$ cat config.mk
export PLATFORM = sky130hd
export DESIGN_NAME = uart_rx_param
export DESIGN_NICKNAME = d
export VERILOG_FILES = /design/src/rtl/uart_rx_param_pkg.sv /design/src/rtl/uart_baud_gen.sv /design/src/rtl/uart_rx_param.sv
export SDC_FILE = /design/constraint.sdc
export NUM_CORES = 1
export LEC_CHECK = 0
export ABC_AREA = 1
export CORE_ASPECT_RATIO = 1.1
export CORE_MARGIN = 3
export CORE_UTILIZATION = 59
export CTS_CLUSTER_SIZE = 24
export DETAILED_ROUTE_END_ITERATION = 16
export PLACE_DENSITY = 0.8
export SKIP_LAST_GASP = 1
export SLEW_MARGIN = 25
export SYNTH_ARGS = -nofsm -noshare
export SYNTH_HDL_FRONTEND = slang
export SYNTH_SLANG_ARGS = --single-unit
$ cat constraint.sdc
create_clock -name clk -period 2.98 [get_ports clk]
set_clock_uncertainty 0.05 [all_clocks]
set_input_delay 0.298 -clock clk [delete_from_list [all_inputs] [get_ports clk]]
set_output_delay 0.298 -clock clk [all_outputs]
set_load 0.02 [all_outputs]
$ cat src/rtl/uart_rx_param_pkg.sv
// -----------------------------------------------------------------------------
// uart_rx_param_pkg
// Shared UART definitions for the receiver and the transmitter: the
// oversampling factor, the parity_mode encodings, the receiver FSM state
// encodings and the baud divisor function used to build the divisor table.
// No ports (package).
// -----------------------------------------------------------------------------
package uart_rx_param_pkg;

    localparam int OVERSAMPLE = 16;
    localparam int DIV_W      = 14;

    typedef enum logic [1:0] {
        PAR_NONE = 2'b00,
        PAR_EVEN = 2'b01,
        PAR_ODD  = 2'b10,
        PAR_RSVD = 2'b11   // decoded as "no parity"
    } parity_mode_e;

    typedef enum logic [2:0] {
        ST_IDLE      = 3'd0,
        ST_START     = 3'd1,
        ST_DATA      = 3'd2,
        ST_PARITY    = 3'd3,
        ST_STOP1     = 3'd4,
        ST_STOP2     = 3'd5,
        ST_WAIT_IDLE = 3'd6
    } rx_state_e;

    // round(clk_hz / (baud * 16)) for baud_select codes 0..7.
    // Adding half the denominator before dividing gives round-to-nearest.
    function automatic logic [DIV_W-1:0] baud_div(input int clk_hz, input int sel);
        int baud;
        case (sel)
            0:       baud = 300;
            1:       baud = 1200;
            2:       baud = 4800;
            3:       baud = 9600;
            4:       baud = 19200;
            5:       baud = 38400;
            6:       baud = 57600;
            default: baud = 115200;
        endcase
        return DIV_W'((clk_hz + baud * (OVERSAMPLE / 2)) / (baud * OVERSAMPLE));
    endfunction

endpackage

$ cat src/rtl/uart_baud_gen.sv
// -----------------------------------------------------------------------------
// uart_baud_gen
// 16x oversampling tick generator. A 14-bit down-counter reloads from a
// constant divisor table, so no run-time divider is built.
//   clk         : system clock, rising edge
//   reset       : synchronous, active-high
//   baud_select : divisor table index (300 .. 115200 baud)
//   restart     : reload the counter so the next tick is a full DIV away
//   tick        : one-cycle pulse every DIV cycles
// -----------------------------------------------------------------------------
module uart_baud_gen
    import uart_rx_param_pkg::*;
#(
    parameter int CLK_HZ = 50_000_000
) (
    input  logic       clk,
    input  logic       reset,
    input  logic [2:0] baud_select,
    input  logic       restart,
    output logic       tick
);

    localparam logic [DIV_W-1:0] DIV_TAB [8] = '{
        baud_div(CLK_HZ, 0), baud_div(CLK_HZ, 1), baud_div(CLK_HZ, 2), baud_div(CLK_HZ, 3),
        baud_div(CLK_HZ, 4), baud_div(CLK_HZ, 5), baud_div(CLK_HZ, 6), baud_div(CLK_HZ, 7)
    };

    logic [DIV_W-1:0] cnt;

    // NOTE: sequential state is always assigned with <= so every flop samples
    // the pre-edge values of its inputs regardless of block ordering.
    always_ff @(posedge clk) begin
        if (reset) begin
            cnt <= '0;
        end else if (restart || cnt == '0) begin
            cnt <= DIV_TAB[baud_select] - DIV_W'(1);
        end else begin
            cnt <= cnt - DIV_W'(1);
        end
    end

    assign tick = (cnt == '0) && !restart;

endmodule

$ cat src/rtl/uart_rx_param.sv
// -----------------------------------------------------------------------------
// uart_rx_param
// Parametrised UART receiver: 5..9 data bits, run-time parity (none/even/odd),
// one or two stop bits, 2-flop input synchroniser, 3-sample majority vote,
// false-start rejection and break detection.
//   clk, reset    : system clock / synchronous active-high reset
//   baud_select   : 300 .. 115200 baud, latched at the start edge
//   RX_EN         : receiver enable; low abandons any frame in progress
//   RxD           : asynchronous serial line, idle high
//   parity_mode   : 00 none, 01 even, 10 odd, 11 none (latched at start)
//   stop2         : check a second stop bit (latched at start)
//   Rx_DATA       : received word, first bit received in the LSB
//   Rx_VALID      : one-cycle frame-complete strobe
//   Rx_PERROR     : parity mismatch on the last frame
//   Rx_FERROR     : a stop bit sampled low on the last frame
//   Rx_BREAK      : last frame was all zero including stop bit 1
//   Rx_BUSY       : FSM not in IDLE
// -----------------------------------------------------------------------------
module uart_rx_param
    import uart_rx_param_pkg::*;
#(
    parameter int DATA_W = 8,
    parameter int CLK_HZ = 50_000_000
) (
    input  logic              clk,
    input  logic              reset,
    input  logic [2:0]        baud_select,
    input  logic              RX_EN,
    input  logic              RxD,
    input  logic [1:0]        parity_mode,
    input  logic              stop2,
    output logic [DATA_W-1:0] Rx_DATA,
    output logic              Rx_VALID,
    output logic              Rx_PERROR,
    output logic              Rx_FERROR,
    output logic              Rx_BREAK,
    output logic              Rx_BUSY
);

    rx_state_e         state, state_nxt;
    logic [1:0]        sync;
    logic              rxd_s;
    logic              tick;

    // Per-frame configuration captured at the start edge.
    logic [2:0]        baud_q;
    parity_mode_e      par_q;
    logic              stop2_q;

    logic [3:0]        sc;
    logic [3:0]        sc_nxt;
    logic [1:0]        votes;      // samples at sc = 7 and 8
    logic [3:0]        bitcnt;
    logic [DATA_W-1:0] shreg;
    logic              par_bit;
    logic              perr_q;
    logic              stop1_bit;

    logic              maj, decide, wrap, par_en, par_exp;
    logic              restart, shift_en, latch_par, latch_stop1;
    logic              commit, commit_ferr, commit_brk;

    assign rxd_s   = sync[1];
    assign sc_nxt  = sc + 4'd1;
    assign decide  = tick && (sc_nxt == 4'd9);
    assign wrap    = tick && (sc == 4'd15);
    assign maj     = (votes[0] & votes[1]) | (votes[0] & rxd_s) | (votes[1] & rxd_s);
    assign par_en  = (par_q == PAR_EVEN) || (par_q == PAR_ODD);
    assign par_exp = (^shreg) ^ (par_q == PAR_ODD);
    assign Rx_BUSY = (state != ST_IDLE);

    // The divider must see the new baud_select on the very cycle it restarts.
    uart_baud_gen #(.CLK_HZ(CLK_HZ)) u_baud (
        .clk         (clk),
        .reset       (reset),
        .baud_select (restart ? baud_select : baud_q),
        .restart     (restart),
        .tick        (tick)
    );

    always_ff @(posedge clk) begin
        if (reset) state <= ST_IDLE;
        else       state <= state_nxt;
    end

    always_comb begin
        // NOTE: every signal gets a default before the case so no path leaves
        // it unassigned, which would otherwise infer a latch.
        state_nxt   = state;
        restart     = 1'b0;
        shift_en    = 1'b0;
        latch_par   = 1'b0;
        latch_stop1 = 1'b0;
        commit      = 1'b0;
        commit_ferr = 1'b0;
        commit_brk  = 1'b0;

        case (state)
            ST_IDLE: begin
                if (RX_EN && !rxd_s) begin
                    restart   = 1'b1;
                    state_nxt = ST_START;
                end
            end
            ST_START: begin
                if (decide && maj)  state_nxt = ST_IDLE;   // false start
                else if (wrap)      state_nxt = ST_DATA;
            end
            ST_DATA: begin
                shift_en = decide;
                if (wrap && bitcnt == 4'(DATA_W))
                    state_nxt = par_en ? ST_PARITY : ST_STOP1;
            end
            ST_PARITY: begin
                latch_par = decide;
                if (wrap) state_nxt = ST_STOP1;
            end
            ST_STOP1: begin
                if (decide && !stop2_q) begin
                    commit      = 1'b1;
                    commit_ferr = !maj;
                    commit_brk  = (shreg == '0) && !(par_en && par_bit) && !maj;
                    state_nxt   = commit_brk ? ST_WAIT_IDLE : ST_IDLE;
                end else begin
                    latch_stop1 = decide;
                    if (wrap) state_nxt = ST_STOP2;
                end
            end
            ST_STOP2: begin
                if (decide) begin
                    commit      = 1'b1;
                    commit_ferr = !stop1_bit || !maj;
                    commit_brk  = (shreg == '0) && !(par_en && par_bit) && !stop1_bit;
                    state_nxt   = commit_brk ? ST_WAIT_IDLE : ST_IDLE;
                end
            end
            ST_WAIT_IDLE: begin
                if (rxd_s) state_nxt = ST_IDLE;
            end
            default: state_nxt = ST_IDLE;
        endcase

        // A disable abandons the frame, except that a commit already decided
        // this cycle is allowed to complete.
        if (!RX_EN && !commit) state_nxt = ST_IDLE;
    end

    always_ff @(posedge clk) begin
        if (reset) begin
            // NOTE: the shift register is cleared too, so a break check never
            // depends on bits left over from before reset.
            sync      <= 2'b11;
            baud_q    <= '0;
            par_q     <= PAR_NONE;
            stop2_q   <= 1'b0;
            sc        <= '0;
            votes     <= '0;
            bitcnt    <= '0;
            shreg     <= '0;
            par_bit   <= 1'b0;
            perr_q    <= 1'b0;
            stop1_bit <= 1'b1;
            Rx_DATA   <= '0;
            Rx_VALID  <= 1'b0;
            Rx_PERROR <= 1'b0;
            Rx_FERROR <= 1'b0;
            Rx_BREAK  <= 1'b0;
        end else begin
            sync <= {sync[0], RxD};

            if (restart) begin
                sc        <= '0;
                votes     <= '0;
                bitcnt    <= '0;
                par_bit   <= 1'b0;
                perr_q    <= 1'b0;
                stop1_bit <= 1'b1;
                baud_q    <= baud_select;
                par_q     <= parity_mode_e'(parity_mode);
                stop2_q   <= stop2;
            end else if (tick) begin
                sc <= sc_nxt;
                if (sc_nxt == 4'd7) votes[0] <= rxd_s;
                if (sc_nxt == 4'd8) votes[1] <= rxd_s;
            end

            if (shift_en) begin
                shreg  <= {maj, shreg[DATA_W-1:1]};
                bitcnt <= bitcnt + 4'd1;
            end

            if (latch_par) begin
                par_bit <= maj;
                perr_q  <= maj ^ par_exp;
            end

            if (latch_stop1) stop1_bit <= maj;

            Rx_VALID <= commit;
            if (commit) begin
                Rx_DATA   <= shreg;
                Rx_PERROR <= par_en && perr_q;
                Rx_FERROR <= commit_ferr;
                Rx_BREAK  <= commit_brk;
            end
        end
    end

endmodule

======== Yosys cells after proc, flatten, opt, wreduce, memory -nomap -nowiden ========
Memory sizes are Yosys's and may differ from the RTL's.
Index checks and enable logic that the tools add are counted.
cells by class
  muxes and demuxes ....................... 39
  order comparisons ....................... 1
  equal/unequal tests ..................... 20
  bitwise logic cells ..................... 8
  add/subtract/negate cells ............... 4
  reductions and logical operators ........ 37
operators by type and width
  operator                                             count
  2-to-1 mux 14 bit                                    3
  2-to-1 mux 3 bit                                     13
  subtractor 14 x 1 -> 14 bit (second input constant)  2
  one-hot mux 3 bit (7 select lines)                   1
  2-to-1 mux 1 bit                                     17
  == test 4 bit (second input constant)                4
  zero test 14 bit                                     1
  logical AND 1 bit                                    13
  inequality test 2 bit (second input constant)        5
  == test 3 bit (second input constant)                3
  adder 4 x 1 -> 4 bit (second input constant)         2
  zero test 1 bit                                      8
  zero test 8 bit                                      1
  2-to-1 mux 4 bit                                     2
  XOR reduction 8 bit                                  1
  AND reduction 7 bit                                  1
  == test 3 x 2 -> 1 bit (second input constant)       2
  inequality test 3 bit (second input constant)        2
  one-hot mux 1 bit (2 select lines)                   3
  nonzero test 2 bit                                   3
  == test 4 x 3 -> 1 bit (second input constant)       1
  >= comparator 4 bit (second input constant)          1
  NOT 3 -> 4 bit                                       1
  AND reduction 2 bit                                  2
  other kinds (10)                                     17
word-level totals
  input bits .............................. 10
  register bits after elaboration ......... 58
  word-level logic and storage cells ...... 129
  memories kept ........................... 1
  output and inout port bits .............. 13
  ROM bits ................................ 112
memories
  memory            words  width  rd ports  clocked after memory_dff  wr ports  line                 text
  (name not given)  8      14     1         0                         0         uart_baud_gen.sv:36  cnt <= DIV_TAB[baud_select] - DIV_W'(1);

======== Depth between registers and ports, before layout ========
  depth after elaboration ................. 13
  depth in mapped cells ................... 20

======== Modules after synthesis ========
From an unflattened synthesis, not the netlist that was laid out.
second synthesis, totals
  cell total of the unflattened synthesis .. 505
  area total of the unflattened synthesis .. 3569.7 um^2
by module, submodules not included
  module         cells each  area each (um^2)  instances
  uart_rx_param  314         2342.2            1
  uart_baud_gen  191         1227.4            1

======== Least setup slack after synthesis ========
No wires, ideal clock.
  path kind ............................... register to register
  from .................................... register state[1]
  to ...................................... register u_baud.cnt[10]
  path buffers ............................ 0
  slack ................................... 550 ps
  arrival time ............................ 2267 ps
  required time ........................... 2817 ps
  period minus slack after synthesis ...... 2430 ps
  cell stages (with the launch flop) ...... 21
  cell sequence ........................... dfxtp_1 > nor2_4 > nand2_1 > inv_2 > nand3_1 > nand2_1 > inv_1 > ha_1 > nand3_1 > nand3_2 > nand2_1 > inv_1 > ha_1 > inv_1 > nand2_1 > nand3_2 > nand2_2 > nand3_1 > nand2_1 > nand2_1 > nor2_1
on the way
  word-level cells in the longest chain between the ends .. 9
  elaborated cells between the ends (all ways) .. 10
  those cells by class .................... add/sub: 1; mux: 5; bitwise: 1; reduce/logical: 2; memory: 1
RTL lines
  what                                                  line                 text
  start, declared                                       uart_rx_param.sv:40  rx_state_e state, state_nxt;
  start signal, assigned                                uart_rx_param.sv:83  else state <= state_nxt;
  zero test 3 bit                                       uart_rx_param.sv:98  case (state)
  2-to-1 mux 1 bit                                      uart_rx_param.sv:98
  2-to-1 mux 3 bit                                      n/a
  named net u_baud.baud_select[1]                       uart_baud_gen.sv:18  input logic [2:0] baud_select,
  NOT 3 -> 4 bit (not written as such)                  uart_baud_gen.sv:36
  memory (8 x 14 bit)                                   n/a
  2-to-1 mux 14 bit (not written as such) (2 in a row)  uart_baud_gen.sv:36
  subtractor 14 x 1 -> 14 bit                           uart_baud_gen.sv:36
  2-to-1 mux 14 bit                                     uart_baud_gen.sv:35  end else if (restart || cnt == '0) begin
  end signal, assigned                                  uart_baud_gen.sv:36
  end signal, assigned                                  uart_baud_gen.sv:38  cnt <= cnt - DIV_W'(1);
  end, declared                                         uart_baud_gen.sv:28  logic [DIV_W-1:0] cnt;
The timed path passes the listed nets, and every way through them passes these cells. The select of a mux whose other input is x is not followed.
A chain may end at the register's enable or synchronous reset.

======== Worst setup path in the final report ========
  from .................................... register state[0]
  to ...................................... register u_baud.cnt[10]
The elaborated chain is that of the path after synthesis.

==> metrics.yaml <==
status: "completed"
seqPwrFrac: 0.324
design_area_sq_um: 3791
arrival_ns: 2.81
grt_usage: 0.2447
dpl_worst_slack_ns: 0.07591
avgSynthCellArea_sq_um: 7.043
cts_tree: "done"
io_buffer_count: 22
grt_pass1_wl_um: 12870
fill_cells: 453
die_h_um: 84.22
coreArea_sq_um: 5202
drc: 0
vias: 3030
switchingPower_uw: 1143
drtPass1Iterations: 4
insertion_delay_ns: 0.35
clockRootBuffer: "clkbuf_8"
htree_levels: 3
cp.required_ns: 3.18
gp_congestion: 0.8959
slew_violations: 0
synthArstFlopShare: 0
peakVddDrop_v: 0.0004142
critPathLaunch: "state[0]$_SDFFE_PP0P_"
ys.warnings.count: 0
synth_edf_count: 0
power.share.switching: 0.3964
reg2reg_slack_ns: 0.36
grt_max_degree: 27
ant_nets: 0
r2r-start: "state[0]$_SDFFE_PP0P_"
rows: 27
initial_core_util: 0.6308
clock_path_buffers: 2
crit_path_end: "u_baud.cnt[10]$_SDFF_PP0_"
setup_ws_ns: 0.3633
cts_made_buffers: 9
yosysSeqAreaShare: 0.3538
routedWlPerCell_um: 12.80
post_cts_buffers: 0
first_iter_violations: 187
fmax_ghz: 0.3822
fin_crit_ns: 2.617
rsz0062_at_grt: "no"
ys_ff_latch: 58
antennaDiodeCount: 0
synth_area_sq_um: 3282
power_frac_clock: 0.285
place_area_sq_um: 3566
tns_ns: 0
cts_resized: 0
crit_fanout: 7
worstSetupPathType: "reg -> reg"
p_leak_uw: 0.001669
setup_viol: 0
drive_gt1_frac: 0.1222
start_kind: "flop"
wl_um: 7310
synth_ff_type: "dfxtp_1"
boundaryPins: 23
synth_cell_types: 35
grt-ovfl-total: 0
holdPathStages: 1
rr_endpoint: "u_baud.cnt[10]$_SDFF_PP0_"
clock-sinks: 58
die_area_sq_um: 6494
power_frac_comb: 0.391
dp_hpwl_um: 5372
slew-limit-headroom: 0.4808
hold_buffers: 0
syn_inst: 466
syn_nets: 496
antenna_found_initial: 0
ff2ff_path_depth: 20
vias_per_cell: 5.306
p_per_area_nw_per_um2: 760.4
maxCapViolCount: 0
grt_pass1_vias: 2960
clk_pin_slew_ns: 0.07
area_growth_syn_to_layout_pct: 15.52
finalCritPeriodShare: 0.8781
hold_viol_final: 0
worst_slew_pin_slew_ns: 0.7780
crit_path_end_kind: "flop"
min-delay-path-class: "reg -> reg"
die_width_um: 77.11
fin_nets: 524
p_int_uw: 1740
placed cells by master (no fill, tap or decap), drive strengths merged, types with 9 or more instances in the layout:
master	n
nor2	58
nand2	119
o21ai	32
clkdlybuf4s50	22
clkbuf	9
dfxtp	58
ha	20
a21oi	36
nand3	36
inv	59
how the worst min path moves through the flow:
stage | from | endpoint | slack, ns
after floorplan | sync[0]$_SDFF_PP1_ | sync[1]$_SDFF_PP1_ | 0.34
after global placement | sync[0]$_SDFF_PP1_ | sync[1]$_SDFF_PP1_ | 0.34
after detailed placement | sync[0]$_SDFF_PP1_ | sync[1]$_SDFF_PP1_ | 0.36
after CTS | sync[0]$_SDFF_PP1_ | sync[1]$_SDFF_PP1_ | 0.38
after global routing | sync[0]$_SDFF_PP1_ | sync[1]$_SDFF_PP1_ | 0.39
final | sync[0]$_SDFF_PP1_ | sync[1]$_SDFF_PP1_ | 0.38
flip-flops by register name (all words and copies together) (netlist names), 3 cells and up:
name        cells
u_baud.cnt     14
Rx_DATA         8
shreg           8
bitcnt          4
sc              4
baud_q          3
state           3
power by group through the flow:
stage / registers, uW / logic, uW / clock network (uW)
global route: 947 / 1300 / 878
finish: 935 / 1130 / 821
CTS: 934 / 1120 / 833
detailed placement: 951 / 1120 / 0
floorplan: 933 / 916 / 0
global placement: 946 / 1090 / 0
routing by layer:
metal	share of wire	track usage	vias to the layer above
met5	0	0	-
met4	0.026	0.1052	0
met3	0.038	0.07189	22
met2	0.50	0.4279	63
met1	0.44	0.2766	1388
li1	-	-	1557
through the flow:
stage | total power [uW] | hold slack [ns] | instances | util
2_1_floorplan | 1850 | 0.3395 | 466 | -
3_3_place_gp | 2032 | 0.3413 | 555 | 0.6854
3_5_place_dp | 2067 | 0.3583 | 555 | 0.6854
4_1_cts | 2888 | 0.3800 | 571 | 0.7287
5_1_grt | 3127 | 0.3946 | 571 | 0.7287
6_report | 2883 | 0.3769 | 571 | 0.7287
cells by family after synthesis:
family | synth area share
XOR/XNOR | 0.02135
AO/OA/AOI/OAI | 0.1239
AND/OR/NAND/NOR | 0.3389
flip-flops | 0.3538
buffers and inverters | 0.08578
adder cells (fa/ha/maj) | 0.07625
synth_stat cells, types with 2 or more instances:
library cell | n | share of area
inv_2 | 6 | 0.0069
dfxtp_1 | 58 | 0.35
clkbuf_1 | 3 | 0.0034
nor2_4 | 4 | 0.014
and2_1 | 2 | 0.0038
nand3b_1 | 2 | 0.0046
or2_2 | 5 | 0.0095
buf_4 | 2 | 0.0046
o211ai_1 | 2 | 0.0046
xor2_1 | 4 | 0.011
a211oi_1 | 2 | 0.0046
nor2_1 | 53 | 0.061
nand3_1 | 31 | 0.047
ha_1 | 20 | 0.076
nand2_1 | 102 | 0.12
nand4_1 | 7 | 0.013
inv_1 | 52 | 0.059
nand2_4 | 4 | 0.014
buf_6 | 2 | 0.0069
buf_2 | 3 | 0.0046
o21ai_1 | 5 | 0.0076
xnor2_1 | 4 | 0.011
nor3_1 | 5 | 0.0076
o21ai_0 | 25 | 0.038
nand2_2 | 13 | 0.025
or2_1 | 2 | 0.0038
o21ai_2 | 2 | 0.0053
a21oi_1 | 36 | 0.055
nand3_2 | 4 | 0.012
critical path, cell delays in order (launching register included):
cell and delay [ns]:
dfxtp_1 0.38, nor2_4 0.20, nand2_1 0.13, inv_2 0.09
nand3_1 0.06, nand2_1 0.21, inv_1 0.14, ha_1 0.20
nand3_1 0.09, nand3_2 0.08, nand2_1 0.10, inv_1 0.05
ha_1 0.17, inv_1 0.08, nand2_1 0.06, nand3_2 0.08
nand2_2 0.08, nand3_1 0.10, nand2_1 0.06, nand2_1 0.06
nor2_1 0.05
final cells by class:
class	instances	area [sq um]	share of cell area
inverters	58	217.7	0.05743
multi-input cells	340	1839	0.4851
flip-flops and latches	58	1161	0.3063
repair buffers	27	257.7	0.06799
clock buffers	9	123.9	0.03267
clock inverters	7	101.3	0.02673
well taps	72	90.09	0.02376
Power figures use the tool's default switching activity.
